===== src/rtl/nes_input_pkg.sv =====
// Shared constants for the PS/2 keyboard to NES joypad path: button indices,
// set-2 scan codes, decoder states and the key-to-button lookup.
package nes_input_pkg;

    localparam int BTN_A      = 0;
    localparam int BTN_B      = 1;
    localparam int BTN_SELECT = 2;
    localparam int BTN_START  = 3;
    localparam int BTN_UP     = 4;
    localparam int BTN_DOWN   = 5;
    localparam int BTN_LEFT   = 6;
    localparam int BTN_RIGHT  = 7;

    localparam logic [7:0] SC_BREAK  = 8'hF0;
    localparam logic [7:0] SC_EXT    = 8'hE0;
    localparam logic [7:0] SC_E1     = 8'hE1;
    localparam logic [7:0] SC_X      = 8'h22;
    localparam logic [7:0] SC_Z      = 8'h1A;
    localparam logic [7:0] SC_RSHIFT = 8'h59;
    localparam logic [7:0] SC_ENTER  = 8'h5A;
    localparam logic [7:0] SC_UP     = 8'h75;
    localparam logic [7:0] SC_DOWN   = 8'h72;
    localparam logic [7:0] SC_LEFT   = 8'h6B;
    localparam logic [7:0] SC_RIGHT  = 8'h74;

    typedef enum logic [1:0] {
        IDLE    = 2'd0,
        EXT     = 2'd1,
        BRK     = 2'd2,
        EXT_BRK = 2'd3
    } dec_state_e;

    // One-hot button mask for a scan code; zero when the code is unmapped.
    function automatic logic [7:0] key_mask(input logic [7:0] code);
        logic [7:0] m;
        m = '0;
        case (code)
            SC_X:      m[BTN_A]      = 1'b1;
            SC_Z:      m[BTN_B]      = 1'b1;
            SC_RSHIFT: m[BTN_SELECT] = 1'b1;
            SC_ENTER:  m[BTN_START]  = 1'b1;
            SC_UP:     m[BTN_UP]     = 1'b1;
            SC_DOWN:   m[BTN_DOWN]   = 1'b1;
            SC_LEFT:   m[BTN_LEFT]   = 1'b1;
            SC_RIGHT:  m[BTN_RIGHT]  = 1'b1;
            default:   m = '0;
        endcase
        return m;
    endfunction

endpackage


===== src/rtl/ps2_joypad_ctrl_if.sv =====
// Keyboard-byte input, CPU $4016 access and joypad status outputs.
interface ps2_joypad_ctrl_if;
    logic       scan_valid;
    logic [7:0] scan_code;
    logic       strobe_wr;
    logic       strobe_data;
    logic       rd;
    logic       joy_d0;
    logic [7:0] buttons;
    logic       changed;

    modport master (
        output scan_valid, scan_code, strobe_wr, strobe_data, rd,
        input  joy_d0, buttons, changed
    );

    modport slave (
        input  scan_valid, scan_code, strobe_wr, strobe_data, rd,
        output joy_d0, buttons, changed
    );
endinterface


===== src/rtl/ps2_scan_decoder.sv =====
// Make/break prefix FSM with a prefix timeout; tracks the raw held state of
// the eight mapped keys.
module ps2_scan_decoder
    import nes_input_pkg::*;
#(
    parameter int TIMEOUT_CYCLES = 2**20
) (
    input  logic       Clk,
    input  logic       reset_n,
    input  logic       scan_valid,
    input  logic [7:0] scan_code,
    output logic [7:0] raw_buttons
);

    localparam int CW = (TIMEOUT_CYCLES > 2) ? $clog2(TIMEOUT_CYCLES) : 1;
    localparam logic [CW-1:0] TMO_LAST = CW'(TIMEOUT_CYCLES - 1);

    dec_state_e    state_q, state_d;
    logic [7:0]    raw_q, raw_d;
    logic [CW-1:0] cnt_q, cnt_d;
    logic [7:0]    key;

    always_ff @(posedge Clk or negedge reset_n) begin
        if (!reset_n) begin
            state_q <= IDLE;
            raw_q   <= '0;
            cnt_q   <= '0;
        end else begin
            state_q <= state_d;
            raw_q   <= raw_d;
            cnt_q   <= cnt_d;
        end
    end

    // A byte always wins over the timeout, so it is decoded in the current state.
    always_comb begin
        state_d = state_q;
        raw_d   = raw_q;
        cnt_d   = cnt_q;
        key     = key_mask(scan_code);
        if (scan_valid) begin
            cnt_d = '0;
            case (state_q)
                IDLE: begin
                    if (scan_code == SC_BREAK)    state_d = BRK;
                    else if (scan_code == SC_EXT) state_d = EXT;
                    else                          raw_d   = raw_q | key;
                end
                EXT: begin
                    if (scan_code == SC_BREAK) state_d = EXT_BRK;
                    else begin
                        raw_d   = raw_q | key;
                        state_d = IDLE;
                    end
                end
                BRK, EXT_BRK: begin
                    raw_d   = raw_q & ~key;
                    state_d = IDLE;
                end
                default: state_d = IDLE;
            endcase
        end else if (state_q == IDLE) begin
            cnt_d = '0;
        end else if (cnt_q == TMO_LAST) begin
            state_d = IDLE;
            cnt_d   = '0;
        end else begin
            cnt_d = cnt_q + CW'(1);
        end
    end

    assign raw_buttons = raw_q;

endmodule


===== src/rtl/ps2_joypad_ctrl.sv =====
// PS/2 keys to NES controller: SOCD masking, change pulse and the $4016
// strobe / serial-read shift register.
module ps2_joypad_ctrl
    import nes_input_pkg::*;
#(
    parameter int TIMEOUT_CYCLES = 2**20,
    parameter bit MASK_SOCD      = 1'b1
) (
    input  logic              Clk,
    input  logic              reset_n,
    ps2_joypad_ctrl_if.slave  jp
);

    logic [7:0] raw;
    logic [7:0] masked;
    logic [7:0] btn_q;
    logic       changed_q;
    logic       strobe_q;
    logic [7:0] shift_q;

    ps2_scan_decoder #(
        .TIMEOUT_CYCLES (TIMEOUT_CYCLES)
    ) u_dec (
        .Clk         (Clk),
        .reset_n     (reset_n),
        .scan_valid  (jp.scan_valid),
        .scan_code   (jp.scan_code),
        .raw_buttons (raw)
    );

    // Masking only affects what is reported; raw keeps both keys of a pair.
    always_comb begin
        masked = raw;
        if (MASK_SOCD) begin
            if (raw[BTN_UP] && raw[BTN_DOWN]) begin
                masked[BTN_UP]   = 1'b0;
                masked[BTN_DOWN] = 1'b0;
            end
            if (raw[BTN_LEFT] && raw[BTN_RIGHT]) begin
                masked[BTN_LEFT]  = 1'b0;
                masked[BTN_RIGHT] = 1'b0;
            end
        end
    end

    always_ff @(posedge Clk or negedge reset_n) begin
        if (!reset_n) begin
            btn_q     <= '0;
            changed_q <= 1'b0;
        end else begin
            btn_q     <= masked;
            changed_q <= (masked != btn_q);
        end
    end

    // strobe_wr outranks rd; a live strobe reloads every edge.
    always_ff @(posedge Clk or negedge reset_n) begin
        if (!reset_n) begin
            strobe_q <= 1'b0;
            shift_q  <= '0;
        end else if (jp.strobe_wr) begin
            strobe_q <= jp.strobe_data;
            shift_q  <= masked;
        end else if (strobe_q) begin
            shift_q  <= masked;
        end else if (jp.rd) begin
            shift_q  <= {1'b1, shift_q[7:1]};
        end
    end

    assign jp.buttons = masked;
    assign jp.changed = changed_q;
    assign jp.joy_d0  = shift_q[0];

endmodule


===== src/flat_wrapper.sv =====
// flat-port wrapper written by rule: the top's interface ports become plain ports
module ps2_joypad_ctrl_flat import nes_input_pkg::*;
#(
    parameter int TIMEOUT_CYCLES = 2**20,
    parameter bit MASK_SOCD      = 1'b1
)
  (Clk, reset_n, jp_scan_valid, jp_scan_code, jp_strobe_wr, jp_strobe_data, jp_rd, jp_joy_d0, jp_buttons, jp_changed);
  ps2_joypad_ctrl_if jp_i ();
  input  logic Clk;
  input  logic reset_n;
  input wire logic [$bits(jp_i.scan_valid)-1:0] jp_scan_valid;
  input wire logic [$bits(jp_i.scan_code)-1:0] jp_scan_code;
  input wire logic [$bits(jp_i.strobe_wr)-1:0] jp_strobe_wr;
  input wire logic [$bits(jp_i.strobe_data)-1:0] jp_strobe_data;
  input wire logic [$bits(jp_i.rd)-1:0] jp_rd;
  output wire logic [$bits(jp_i.joy_d0)-1:0] jp_joy_d0;
  output wire logic [$bits(jp_i.buttons)-1:0] jp_buttons;
  output wire logic [$bits(jp_i.changed)-1:0] jp_changed;
  assign jp_i.scan_valid = jp_scan_valid;
  assign jp_i.scan_code = jp_scan_code;
  assign jp_i.strobe_wr = jp_strobe_wr;
  assign jp_i.strobe_data = jp_strobe_data;
  assign jp_i.rd = jp_rd;
  assign jp_joy_d0 = jp_i.joy_d0;
  assign jp_buttons = jp_i.buttons;
  assign jp_changed = jp_i.changed;
  ps2_joypad_ctrl #(.TIMEOUT_CYCLES(TIMEOUT_CYCLES), .MASK_SOCD(MASK_SOCD)) u_core (.Clk(Clk), .reset_n(reset_n), .jp(jp_i));
endmodule

===== config.mk =====
export PLATFORM = sky130hd
export DESIGN_NAME = ps2_joypad_ctrl_flat
export DESIGN_NICKNAME = d
export VERILOG_FILES = /design/src/rtl/nes_input_pkg.sv /design/src/rtl/ps2_joypad_ctrl_if.sv /design/src/rtl/ps2_scan_decoder.sv /design/src/rtl/ps2_joypad_ctrl.sv /design/src/flat_wrapper.sv
export SDC_FILE = /design/constraint.sdc
export NUM_CORES = 1
export LEC_CHECK = 0
export BUFFER_PORTS_ARGS = -buffer_cell sky130_fd_sc_hd__buf_2
export CAP_MARGIN = 25
export CELL_PAD_IN_SITES_DETAIL_PLACEMENT = 0
export CELL_PAD_IN_SITES_GLOBAL_PLACEMENT = 1
export CORE_AREA = 2 2 73 75
export CTS_CLUSTER_SIZE = 16
export DETAILED_ROUTE_END_ITERATION = 7
export DIE_AREA = 0 0 75 77
export GPL_TIMING_DRIVEN = 1
export PLACE_DENSITY = 0.78
export REMOVE_ABC_BUFFERS = 1
export SLEW_MARGIN = 20
export SYNTH_ARGS = -nofsm -noshare
export SYNTH_HDL_FRONTEND = slang
export SYNTH_HIERARCHICAL = 1
export SYNTH_SLANG_ARGS = --single-unit

===== constraint.sdc =====
create_clock -name Clk -period 4.1 [get_ports Clk]
set_clock_uncertainty 0.15 [all_clocks]
set_input_delay 0.41 -clock Clk [delete_from_list [all_inputs] [get_ports Clk]]
set_output_delay 0.41 -clock Clk [all_outputs]
set_load 0.1 [all_outputs]

======== Word-level counts from Yosys, hierarchy flattened ========
Cells that the tools add are included.
storage, ports and cells
  bits in registers ....................... 48
  bits of input ports ..................... 14
  output and inout port bits .............. 10
  logic and storage cells ................. 66
operators by class
  add/sub/neg operators ................... 1
  equal/unequal tests ..................... 20
  multiplexer cells ....................... 27
  bitwise logic cells ..................... 3
  reduce and logical (&&, ||, !) cells .... 8
operator list
  operator                                             number
  2-to-1 mux 20 bit                                    3
  equality test 8 x 7 -> 1 bit, second input constant  6
  2-to-1 mux 8 bit                                     6
  one-hot mux 8 bit (3 select lines)                   1
  adder 20 x 1 -> 20 bit, second input constant        1
  equality test 20 bit, second input constant          1
  equality test 8 bit, second input constant           2
  2-to-1 mux 2 bit                                     8
  bitwise AND 8 bit                                    1
  equality test 8 x 5 -> 1 bit, second input constant  1
  equality test 8 x 6 -> 1 bit, second input constant  1
  2-to-1 mux 1 bit                                     8
  inequality test 2 bit, second input constant         4
  inequality test 8 bit                                1
  NOT 8 bit                                            1
  OR 8 bit                                             1
  one-hot mux 2 bit (3 select lines)                   1
  equality test 2 bit, second input constant           2
  AND reduction 4 bit                                  1
  inequality test 3 bit, second input constant         1
  AND reduction 3 bit                                  1
  nonzero test 3 bit                                   1
  equality test 2 x 1 -> 1 bit, second input constant  1
  logical AND 1 bit                                    2
  other kinds (3)                                      3

======== Depth between registers and ports, before layout ========
Gate-level depths: netlist of the first run.
  depth in word-level cells ............... 6
  mapped depth ............................ 6
  depth with buffers taken out ............ 5

======== Modules after synthesis ========
The synthesis of the first run kept the hierarchy.
by module, submodules not included
  module            times used  cells an instance  area each (µm²)  sequential area each (µm²)
  ps2_scan_decoder  1           161                1570.3           750.7
  ps2_joypad_ctrl   1           66                 790.8            450.4

======== Least setup slack after synthesis of the first run ========
Ideal clock, no wire load.
  kind .................................... reg2reg
  start point ............................. reg (tool-made name)
  end point ............................... reg u_core.changed_q, in the netlist u_core/jp.changed
  library setup time ...................... 0.135 ns
  data arrival time ....................... 1.637 ns
  required time ........................... 3.815 ns
  setup slack ............................. 2.178 ns
  cell stages (with the launch flop) ...... 5
  path buffers ............................ 0
  clock period less this slack ............ 1.922 ns
  cell sequence ........................... dfrtp_1 nor2b_2 inv_1 o22ai_1 nand4b_1
RTL lines
  element               line                   RTL
  to (signal assigned)  ps2_joypad_ctrl.sv:52  changed_q <= (masked != btn_q);
  to (decl)             ps2_joypad_ctrl.sv:17  logic changed_q;

======== Final worst setup path of the first run ========
  start point ............................. reg u_core.u_dec.cnt_q[0]
  end point ............................... reg u_core.u_dec.cnt_q[8]
on the way
  word-level cells in the longest chain between the ends .. 4
  elaborated cells on any way between the ends .. 5
  classes of those cells .................. add/sub: 1; eq/ne: 1; mux: 3
ends and longest elaborated chain
  element                                                                line                                            RTL
  from (decl)                                                            ps2_scan_decoder.sv:20                          logic [CW-1:0] cnt_q, cnt_d;
  from (signal assigned)                                                 ps2_scan_decoder.sv:31                          cnt_q <= cnt_d;
  adder 20 x 1 -> 20 bit / equality test 20 bit (equally long branches)  ps2_scan_decoder.sv:68, ps2_scan_decoder.sv:64
  2-to-1 mux 20 bit *                                                    ps2_scan_decoder.sv:64                          end else if (cnt_q == TMO_LAST) begin
  2-to-1 mux 20 bit *                                                    ps2_scan_decoder.sv:62                          end else if (state_q == IDLE) begin
  2-to-1 mux 20 bit *                                                    ps2_scan_decoder.sv:41                          if (scan_valid) begin
  net u_core.u_dec.cnt_d[8]                                              ps2_scan_decoder.sv:20
Mark *: on every way through the listed nets, which the timed path passes. The rest lies on a longest branch.
A chain may end at the register's enable or synchronous reset.

==> results of run 1 <==
-- Yosys cell counts, types with 3 or more instances --
master | count | area [um2]
nand4_1 | 3 | 18.77
dfrtp_1 | 48 | 1201
nand3_1 | 8 | 40.04
a21oi_1 | 13 | 65.06
nand2_1 | 14 | 52.55
o21ai_0 | 5 | 25.02
mux2i_1 | 13 | 130.1
nor3_1 | 7 | 35.03
o31ai_1 | 3 | 22.52
xor2_1 | 10 | 87.58
nor2_1 | 28 | 105.1
inv_1 | 10 | 37.54
nor4_1 | 3 | 18.77
nand4b_1 | 4 | 35.03
xnor2_1 | 7 | 61.31
-- timing repair --
item                                    in CTS  in global routing
hold buffers                                 1                  0
endpoints found under the setup margin       0                  0
endpoints found under the hold margin       16                  0
-- per-stage QoR --
stage	hold WS [ns]	worst slack, ns	instance area, um2	utilization (%)	power (uW)
finish	0.1800	2.056	2676	53.77	937.7
global route	0.1782	1.913	2676	53.77	976.3
CTS	0.1677	2.058	2676	53.77	952.5
detailed placement	0.2152	2.070	2551	51.26	599.9
global placement	0.3419	2.198	2531	50.85	596.4
floorplan	-0.03559	2.178	2328	-	564.4
-- worst reg2reg max path, cell delays in order, from the launching register on --
cell,delay [ns]
dfrtp_1,0.43
ha_1,0.28
nand2_1,0.10
nor2_1,0.27
a41o_1,0.58
nor2_1,0.11
-- layout make-up --
type,instances,area (um2),share of cell area (%)
multi-input combinational,163,1090,40.72
tap,70,87.58,3.273
timing repair buffer,25,145.1,5.423
inverter,10,37.54,1.403
sequential,48,1201,44.88
clock buffer,5,68.82,2.571
clock inverter,3,46.29,1.730
-- metal layers --
layer | vias up | global-route usage [%]
met5 | - | 0
met4 | 0 | 5.000
met3 | 6 | 4.074
met2 | 20 | 27.28
met1 | 798 | 22.62
li1 | 853 | -
-- worst max-delay path by stage --
stage                                       endpoint  slack, ns  cells past startpoint
global placement    u_core/u_dec/cnt_q[17]$_DFF_PN0_       2.20                      4
floorplan                u_core/jp.changed$_DFF_PN0_       2.18                      4
global route         u_core/u_dec/cnt_q[7]$_DFF_PN0_       1.91                      5
CTS                  u_core/u_dec/cnt_q[7]$_DFF_PN0_       2.06                      5
finish               u_core/u_dec/cnt_q[8]$_DFF_PN0_       2.06                      5
detailed placement  u_core/u_dec/cnt_q[13]$_DFF_PN0_       2.07                      5
-- cells by family (layout without fill, tap and decap cells) --
group,count (synthesis),count (layout)
AND/OR/NAND/NOR,97,97
adder cells (fa/ha/maj),1,1
multiplexers,14,14
buffers and inverters,16,43
XOR/XNOR,17,17
flip-flops,48,48
AO/OA/AOI/OAI,34,34
-- report_power, final --
| group | internal (uW) | switching (uW) | total [uW] |
|---|---|---|---|
| clock network | 184 | 164 | 348 |
| registers | 486 | 8.43 | 494 |
| logic | 27.6 | 68.3 | 95.9 |
==> results_dict.tcl, run 1 <==
set metrics [dict create \
    period_needed_ns 2.044 \
    required_ns 4.12 \
    netlist_instances 227 \
    r2r-end "u_core/u_dec/cnt_q[8]$_DFF_PN0_" \
    hold_violations 0 \
    synth-xor-area-share_pct 6.306 \
    synth.yosys.seq_area_share_pct 50.87 \
    r2r-start "u_core/u_dec/cnt_q[0]$_DFF_PN0_" \
    cts.sinks 48 \
    dp_hpwl_um 3230 \
    post-route-drc-count 0 \
    dr_wl_met3_um 127 \
    final_layout_size_suffix_gt1_share_pct 18.50 \
    via_per_inst 5.176 \
    p_leak_uw 0.001184 \
    synth-adder-area-share_pct 0.5299 \
    setup_viol 0 \
    path_common_cell "nor2_1" \
    synth.ff_latch_count 48 \
    startpoint "u_core/u_dec/cnt_q[0]$_DFF_PN0_" \
    root_buffer "clkbuf_8" \
    min_path_cells 2 \
    crit_fanout 16 \
    critPathKind "flip-flop to flip-flop" \
    area_delta_synth_final_pct 13.35 \
    grt_pass1_wl_um 7672 \
    finalNonFillerCells 324 \
    status "complete, no violations" \
    numCtsBuffers 5 \
    critPathLaunchType "flip-flop" \
    die_width_um 75 \
    antenna_found_initial 0 \
    grt_setup_unrepaired "no" \
    met1_length_um 2191 \
    synth_top_family_by_area "simple AND/OR/NAND/NOR gates" \
    tightestPinTransition_ns 0.5449 \
    synthMuxAreaShare_pct 5.988 \
    rrSetupSlack_ns 2.06 \
    clk_latency_ns 0.31 \
    portBuffers 23 \
    num_rows 26 \
    io_pins 24 \
    max_slew_margin_pct 63.67 \
    slowest_stage "a41o_1" \
    r2r.worst_path.cells 5 \
    clock.fmax_ghz 0.4893 \
    drv_slew 0 \
    critical_path.top_delay_family "compound AO/OA/AOI/OAI gates" \
    start_util_pct 47.44 \
    wl_um 4566 \
    path_cells "ha_1 > nand2_1 > nor2_1 > a41o_1 > nor2_1" \
    die_h_um 77 \
    cts_tree "yes" \
    end_kind "flip-flop" \
    ant_nets 0 \
    min_delay_worst_endpoint "u_core/strobe_q$_DFFE_PN0P_" \
    powerDensity_nw_per_um2 350.4 \
    drv_cap 0 \
    num_vias 1677 \
    fillers 484 \
    highest-signal-layer "met4" \
    postCtsSetupRepairBufs 0 \
    yosys_warnings 6 \
    path_clk_slew_ns 0.09 \
    finalCritPeriodShare_pct 49.84 \
    nets 268 \
    dpl.cell_count 315 \
    grt_max_degree 33 \
    wl_per_cell_um 14.09 \
    syn-cell-area_um2 2361 \
    final_common_cell "dfrtp_1" \
    worst-endpoint-arrival_ns 2.06 \
    path_buf_inv 0 \
    synth_ff_type "dfrtp_1" \
    htreeDepth 2 \
    track_usage_pct 17.02 \
    postSynthAreaPerCell_um2 10.40 \
    cpPeakStageDelay_ns 0.58 \
    synth_compound_area_share_pct 9.486 \
    synth_edf_count 0 \
    yosys.cell_types.count 52 \
    gp_routability_congestion 0.7456 \
    synth_simple_gate_area_share_pct 23.85 \
    drt_iter0_drc 106 \
    min-delay-start "jp_strobe_data" \
    antennaDiodeCount 0 \
    grt_pass1_vias 1650 \
    drt_first_pass_iters 4 \
    peakVddDrop_mv 0.1376 \
    final_cell_mix "dfrtp_1 (48), nor2_1 (28), buf_2 (23)" \
    wl_met2_um 2187 \
    core-area_um2 4977 \
    fin_tns_setup_ns 0 \
    cts-resized-gates 0 \
    overflow 0 \
    min_path_type "primary input to flip-flop" \
    synthArstFlopShare_pct 100.0 \
    clk_path_buf_depth 2 \
    die-area_um2 5775 \
]
Power figures use the tool's default switching activity.
==> run 2, diff against run 1 <==
--- a/config.mk
+++ b/config.mk
@@ -9,12 +9,12 @@
 export CAP_MARGIN = 25
 export CELL_PAD_IN_SITES_DETAIL_PLACEMENT = 0
 export CELL_PAD_IN_SITES_GLOBAL_PLACEMENT = 1
-export CORE_AREA = 2 2 73 75
+export CORE_AREA = 2 2 75 77
 export CTS_CLUSTER_SIZE = 16
 export DETAILED_ROUTE_END_ITERATION = 7
-export DIE_AREA = 0 0 75 77
+export DIE_AREA = 0 0 77 79
 export GPL_TIMING_DRIVEN = 1
-export PLACE_DENSITY = 0.78
+export PLACE_DENSITY = 0.74
 export REMOVE_ABC_BUFFERS = 1
 export SLEW_MARGIN = 20
 export SYNTH_ARGS = -nofsm -noshare
==> constraint.sdc (replaced) <==
create_clock -name Clk -period 2 [get_ports Clk]
set_clock_uncertainty 0.15 [all_clocks]
set_input_delay 0.2 -clock Clk [delete_from_list [all_inputs] [get_ports Clk]]
set_output_delay 0.2 -clock Clk [all_outputs]
set_load 0.1 [all_outputs]
==> run 2 against run 1 <==
  * Critical path depth stayed put
  * Worst hold slack worse by 0.15 ns
  * Design area is 1.9% higher
  * Sequential share of layout area is 0.82 points lower
  * Non-clock buffer count is 3 higher
  * Global-route usage is 0.33 points lower
  * Register-to-register slack worse by 1.9 ns
  * Critical endpoint is now u_core/u_dec/cnt_q[18]$_DFF_PN0_
  * Worst setup slack worse by 1.9 ns
  * Largest cell class unchanged
  * Maximum frequency is 10% higher
==> results_dict.tcl, run 2 (synthesis results as in run 1) <==
set metrics [dict create \
    die_h_um 79 \
    nets 271 \
    area_delta_synth_final_pct 15.47 \
    fin_ws_ns 0.1496 \
    period_needed_ns 1.850 \
    hold_violations 0 \
    die_width_um 77 \
    start_util_pct 44.23 \
    r2r-end "u_core/u_dec/cnt_q[18]$_DFF_PN0_" \
    track_usage_pct 16.69 \
    rrSetupSlack_ns 0.15 \
    overflow 0 \
    max_slew_margin_pct 59.37 \
    grt_pass1_wl_um 8135 \
    cts.sinks 48 \
    r2r.worst_path.cells 5 \
    htreeDepth 2 \
    required_ns 2.08 \
    antenna_found_initial 0 \
    min_delay_worst_endpoint "u_core/strobe_q$_DFFE_PN0P_" \
    final_common_cell "dfrtp_1" \
    grt_max_degree 49 \
    final_layout_size_suffix_gt1_share_pct 19.46 \
    cts_tree "yes" \
    min_path_type "primary input to flip-flop" \
    powerDensity_nw_per_um2 751.6 \
    status "complete, no violations" \
    dp_hpwl_um 3118 \
    numCtsBuffers 5 \
    clk_path_buf_depth 2 \
    grt_setup_unrepaired "no" \
    drt_iter0_drc 100 \
    critical_path.top_delay_family "simple AND/OR/NAND/NOR gates" \
    tightestPinTransition_ns 0.6095 \
    num_vias 1742 \
    setup_viol 0 \
    end_kind "flip-flop" \
    worst-endpoint-arrival_ns 1.93 \
    finalCritPeriodShare_pct 92.52 \
    slowest_stage "or4_1" \
    min-delay-start "jp_strobe_wr" \
    path_buf_inv 0 \
    r2r-start "u_core/u_dec/cnt_q[0]$_DFF_PN0_" \
    postCtsSetupRepairBufs 0 \
    path_clk_slew_ns 0.09 \
    drt_first_pass_iters 4 \
    crit_fanout 5 \
    clock.fmax_ghz 0.5404 \
    num_rows 27 \
    cpPeakStageDelay_ns 0.51 \
    io_pins 24 \
    fillers 538 \
    die-area_um2 6083 \
    drv_slew 0 \
    antennaDiodeCount 0 \
    core-area_um2 5338 \
    finalNonFillerCells 329 \
    ant_nets 0 \
    wl_um 4572 \
    final_cell_mix "dfrtp_1 (48), nor2_1 (28), buf_2 (23)" \
    peakVddDrop_mv 0.2750 \
    gp_routability_congestion 0.7871 \
    wl_per_cell_um 13.90 \
    fin_tns_setup_ns 0 \
    drv_cap 0 \
    critPathKind "flip-flop to flip-flop" \
    p_leak_uw 0.001204 \
    portBuffers 23 \
    path_cells "ha_4 > and2_1 > nand2_1 > or4_1 > a21oi_1" \
    grt_pass1_vias 1779 \
    critPathLaunchType "flip-flop" \
    via_per_inst 5.295 \
    post-route-drc-count 0 \
    min_path_cells 2 \
    root_buffer "clkbuf_8" \
    clk_latency_ns 0.31 \
    dp_slack_ns 0.1197 \
    dpl.cell_count 319 \
]
==> run 2: final cells by class <==
type                            count  area, um2  area share, %
Sequential cell                    48       1201          44.06
Multi-Input combinational cell    163       1102          40.43
Timing Repair Buffer               28      157.7          5.782
Tap cell                           72      90.09          3.304
Clock buffer                        5      68.82          2.524
Clock inverter                      3      68.82          2.524
Inverter                           10      37.54          1.377
==> run 2: per-stage QoR <==
stage | hold WS [ns] | cell area (um2) | power [uW] | util [%]
after floorplan | -0.2456 | 2328 | 1157 | -
final | 0.03239 | 2726 | 2049 | 51.08
after global routing | 0.02163 | 2726 | 2135 | 51.08
after detailed placement | 0.1947 | 2556 | 1228 | 47.89
after CTS | 0.01986 | 2714 | 2079 | 50.84
after global placement | 0.1867 | 2556 | 1224 | 47.89
==> run 2: routing by layer <==
metal | wire [um] | vias up | global-route usage [%]
met3 | 135 | 5 | 3.523
met1 | 2107 | 863 | 20.53
met5 | 0 | - | 0
met4 | 48 | 0 | 4.821
li1 | - | 857 | -
met2 | 2280 | 17 | 29.74
==> run 2: how the worst max path moves through the flow <==
stage	start	to	slack [ns]	depth (start not counted)
2_1_floorplan	flip-flop	u_core/jp.changed$_DFF_PN0_	0.08	4
3_3_place_gp	u_core/u_dec/cnt_q[0]$_DFF_PN0_	u_core/u_dec/cnt_q[18]$_DFF_PN0_	0.17	5
6_report	u_core/u_dec/cnt_q[0]$_DFF_PN0_	u_core/u_dec/cnt_q[18]$_DFF_PN0_	0.15	5
3_5_place_dp	u_core/u_dec/cnt_q[7]$_DFF_PN0_	u_core/u_dec/cnt_q[17]$_DFF_PN0_	0.12	4
5_1_grt	u_core/u_dec/cnt_q[0]$_DFF_PN0_	u_core/u_dec/cnt_q[18]$_DFF_PN0_	0.02	5
4_1_cts	u_core/u_dec/cnt_q[0]$_DFF_PN0_	u_core/u_dec/cnt_q[18]$_DFF_PN0_	0.09	5
==> run 2: repair_timing <==
| item | 4_1_cts | 5_1_grt |
|---|---|---|
| hold buffers | 2 | 0 |
| gates resized for setup | 0 | 3 |
| endpoints found under the hold margin | 49 | 0 |
| endpoints found under the setup margin | 0 | 2 |
==> run 2: power breakdown <==
group | leakage [uW] | internal (uW) | total (uW) | switching [uW]
Clock | 0.0000687 | 503 | 841 | 338
Sequential | 0.000609 | 996 | 1010 | 17.7
Combinational | 0.000526 | 55.3 | 194 | 139
==> run 3, diff against run 2 <==
--- a/config.mk
+++ b/config.mk
@@ -13,8 +13,9 @@
 export CTS_CLUSTER_SIZE = 16
 export DETAILED_ROUTE_END_ITERATION = 7
 export DIE_AREA = 0 0 77 79
+export GPL_ROUTABILITY_DRIVEN = 0
 export GPL_TIMING_DRIVEN = 1
-export PLACE_DENSITY = 0.74
+export PLACE_DENSITY_LB_ADDON = 0.1
 export REMOVE_ABC_BUFFERS = 1
 export SLEW_MARGIN = 20
 export SYNTH_ARGS = -nofsm -noshare
==> run 3 against run 2 <==
  * Utilization shrank 0.89 points
  * Non-clock buffer count shrank 1
  * Clock power shrank 28%
  * Worst setup slack lost 0.045 ns
  * Register-to-register slack lost 0.05 ns
  * Via count shrank 3.8%
  * Sequential power is essentially flat
  * Critical endpoint is now u_core/u_dec/cnt_q[17]$_DFF_PN0_
  * Largest power group unchanged
==> results_dict.tcl, run 3 (synthesis results as in run 1) <==
set metrics [dict create \
    htreeDepth 2 \
    grt_setup_unrepaired "no" \
    final_cell_area_um2 2679 \
    final_layout_size_suffix_gt1_share_pct 18.75 \
    track_usage_pct 16.03 \
    r2r-end "u_core/u_dec/cnt_q[17]$_DFF_PN0_" \
    drt_first_pass_iters 5 \
    hold_violations 0 \
    drt_iter0_drc 102 \
    r2r.worst_path.cells 4 \
    area_delta_synth_final_pct 13.46 \
    final_cell_mix "dfrtp_1 (48), nor2_1 (28), buf_2 (23)" \
    clk_latency_ns 0.30 \
    dp_hpwl_um 3067 \
    antennaDiodeCount 0 \
    worst-endpoint-arrival_ns 1.98 \
    max_slew_margin_pct 59.99 \
    end_kind "flip-flop" \
    io_pins 24 \
    grt_pass1_wl_um 7872 \
    status "complete, no violations" \
    portBuffers 23 \
    root_buffer "clkbuf_8" \
    placedInstanceArea_um2 2561 \
    p_leak_uw 0.001183 \
    drv_cap 0 \
    nets 270 \
    post-route-drc-count 0 \
    wl_um 4469 \
    final_common_cell "dfrtp_1" \
    die_width_um 77 \
    via_per_inst 5.110 \
    rrSetupSlack_ns 0.10 \
    clk_path_buf_depth 2 \
    min_path_cells 2 \
    pwr-share-clk_pct 33.4 \
    powerDensity_nw_per_um2 676.3 \
    clock.fmax_ghz 0.5275 \
    fin_tns_setup_ns 0 \
    intPower_uw 1332 \
    die-area_um2 6083 \
    required_ns 2.08 \
    period_needed_ns 1.896 \
    r2r-start "u_core/u_dec/cnt_q[7]$_DFF_PN0_" \
    finalCritPeriodShare_pct 94.79 \
    setup_viol 0 \
    cts_tree "yes" \
    numCtsBuffers 5 \
    min_delay_worst_endpoint "u_core/strobe_q$_DFFE_PN0P_" \
    tightestPinTransition_ns 0.6001 \
    ant_nets 0 \
    antenna_found_initial 0 \
    critPathLaunchType "flip-flop" \
    num_vias 1676 \
    wl_per_cell_um 13.63 \
    crit_fanout 8 \
    power.switching_uw 479.8 \
    core-area_um2 5338 \
    cts.sinks 48 \
    grt_pass1_vias 1714 \
    p_comb_share_pct 10.7 \
    utilization_pct 50.19 \
    overflow 0 \
    peakVddDrop_mv 0.3901 \
    start_util_pct 44.23 \
    critPathKind "flip-flop to flip-flop" \
    die_h_um 79 \
    min-delay-start "jp_strobe_wr" \
    p_sw_share_pct 26.48 \
    drv_slew 0 \
    min_path_type "primary input to flip-flop" \
    num_rows 27 \
    grt_max_degree 49 \
    seq_power_share_pct 55.9 \
    path_clk_slew_ns 0.09 \
]
run 3: cell count changes in the layout (fill, tap and decap cells not counted):
| cell | before | now |
|---|---|---|
| buf_4 | 3 | 1 |
| bufinv_16 | 2 | 0 |
| clkinvlp_4 | 0 | 2 |
| buf_12 | 0 | 1 |
| clkbuf_8 | 5 | 6 |
| ha_1 | 0 | 1 |
| ha_4 | 1 | 0 |
| inv_6 | 1 | 0 |
| or2_0 | 0 | 1 |
| or2_1 | 2 | 1 |
run 3: how the worst max path moves through the flow:
stage                                               start                                to  depth (start not counted)  slack, ns
after global routing      u_core/u_dec/cnt_q[7]$_DFF_PN0_  u_core/u_dec/cnt_q[17]$_DFF_PN0_                          4       0.02
after floorplan                                 flip-flop       u_core/jp.changed$_DFF_PN0_                          4       0.08
after global placement    u_core/u_dec/cnt_q[7]$_DFF_PN0_  u_core/u_dec/cnt_q[17]$_DFF_PN0_                          4       0.16
final                     u_core/u_dec/cnt_q[7]$_DFF_PN0_  u_core/u_dec/cnt_q[17]$_DFF_PN0_                          4       0.10
after detailed placement  u_core/u_dec/cnt_q[7]$_DFF_PN0_  u_core/u_dec/cnt_q[17]$_DFF_PN0_                          4       0.12
after CTS                 u_core/u_dec/cnt_q[7]$_DFF_PN0_  u_core/u_dec/cnt_q[17]$_DFF_PN0_                          4       0.12
run 3: area by class of cell:
cell class,count,area [um2]
tap,72,90.09
sequential,48,1201
timing repair buffer,27,162.7
clock buffer,6,82.58
clock inverter,2,15.01
fill,522,2659
inverter,10,37.54
multi-input combinational,163,1090
run 3: routing by layer:
metal	global-route usage (%)	up-vias	wire length, um
met5	0	-	0
met4	4.821	0	47
met3	3.182	6	92
met2	27.81	14	2245
met1	20.41	800	2083
li1	-	856	-
run 3: critical path, stage by stage, from the launching register on:
cell     delay [ns]
dfrtp_1        0.46
nand4_2        0.17
or2_0          0.37
or4_1          0.54
a21oi_1        0.15
run 3: through the flow:
step / instances / hold slack (ns) / power, uW / setup slack, ns
2_1_floorplan: 221 / -0.2456 / 1157 / 0.07849
3_3_place_gp: 318 / 0.1895 / 1225 / 0.1567
3_5_place_dp: 318 / 0.1901 / 1226 / 0.1159
4_1_cts: 328 / 0.04012 / 1853 / 0.1194
5_1_grt: 328 / 0.03611 / 1908 / 0.01813
6_report: 328 / 0.05066 / 1812 / 0.1042
run 3: repair_timing:
action	4_1_cts	5_1_grt
hold buffers	2	0
gates resized for setup	0	0
setup buffers	0	0
hold endpoints to repair	49	0
run 3: power groups by stage:
| stage | Clock [uW] | Combinational [uW] | Sequential [uW] |
|---|---|---|---|
| floorplan | 0 | 59.4 | 1100 |
| global placement | 0 | 193 | 1030 |
| detailed placement | 0 | 193 | 1030 |
| CTS | 643 | 197 | 1010 |
| global route | 681 | 210 | 1020 |
| finish | 606 | 193 | 1010 |
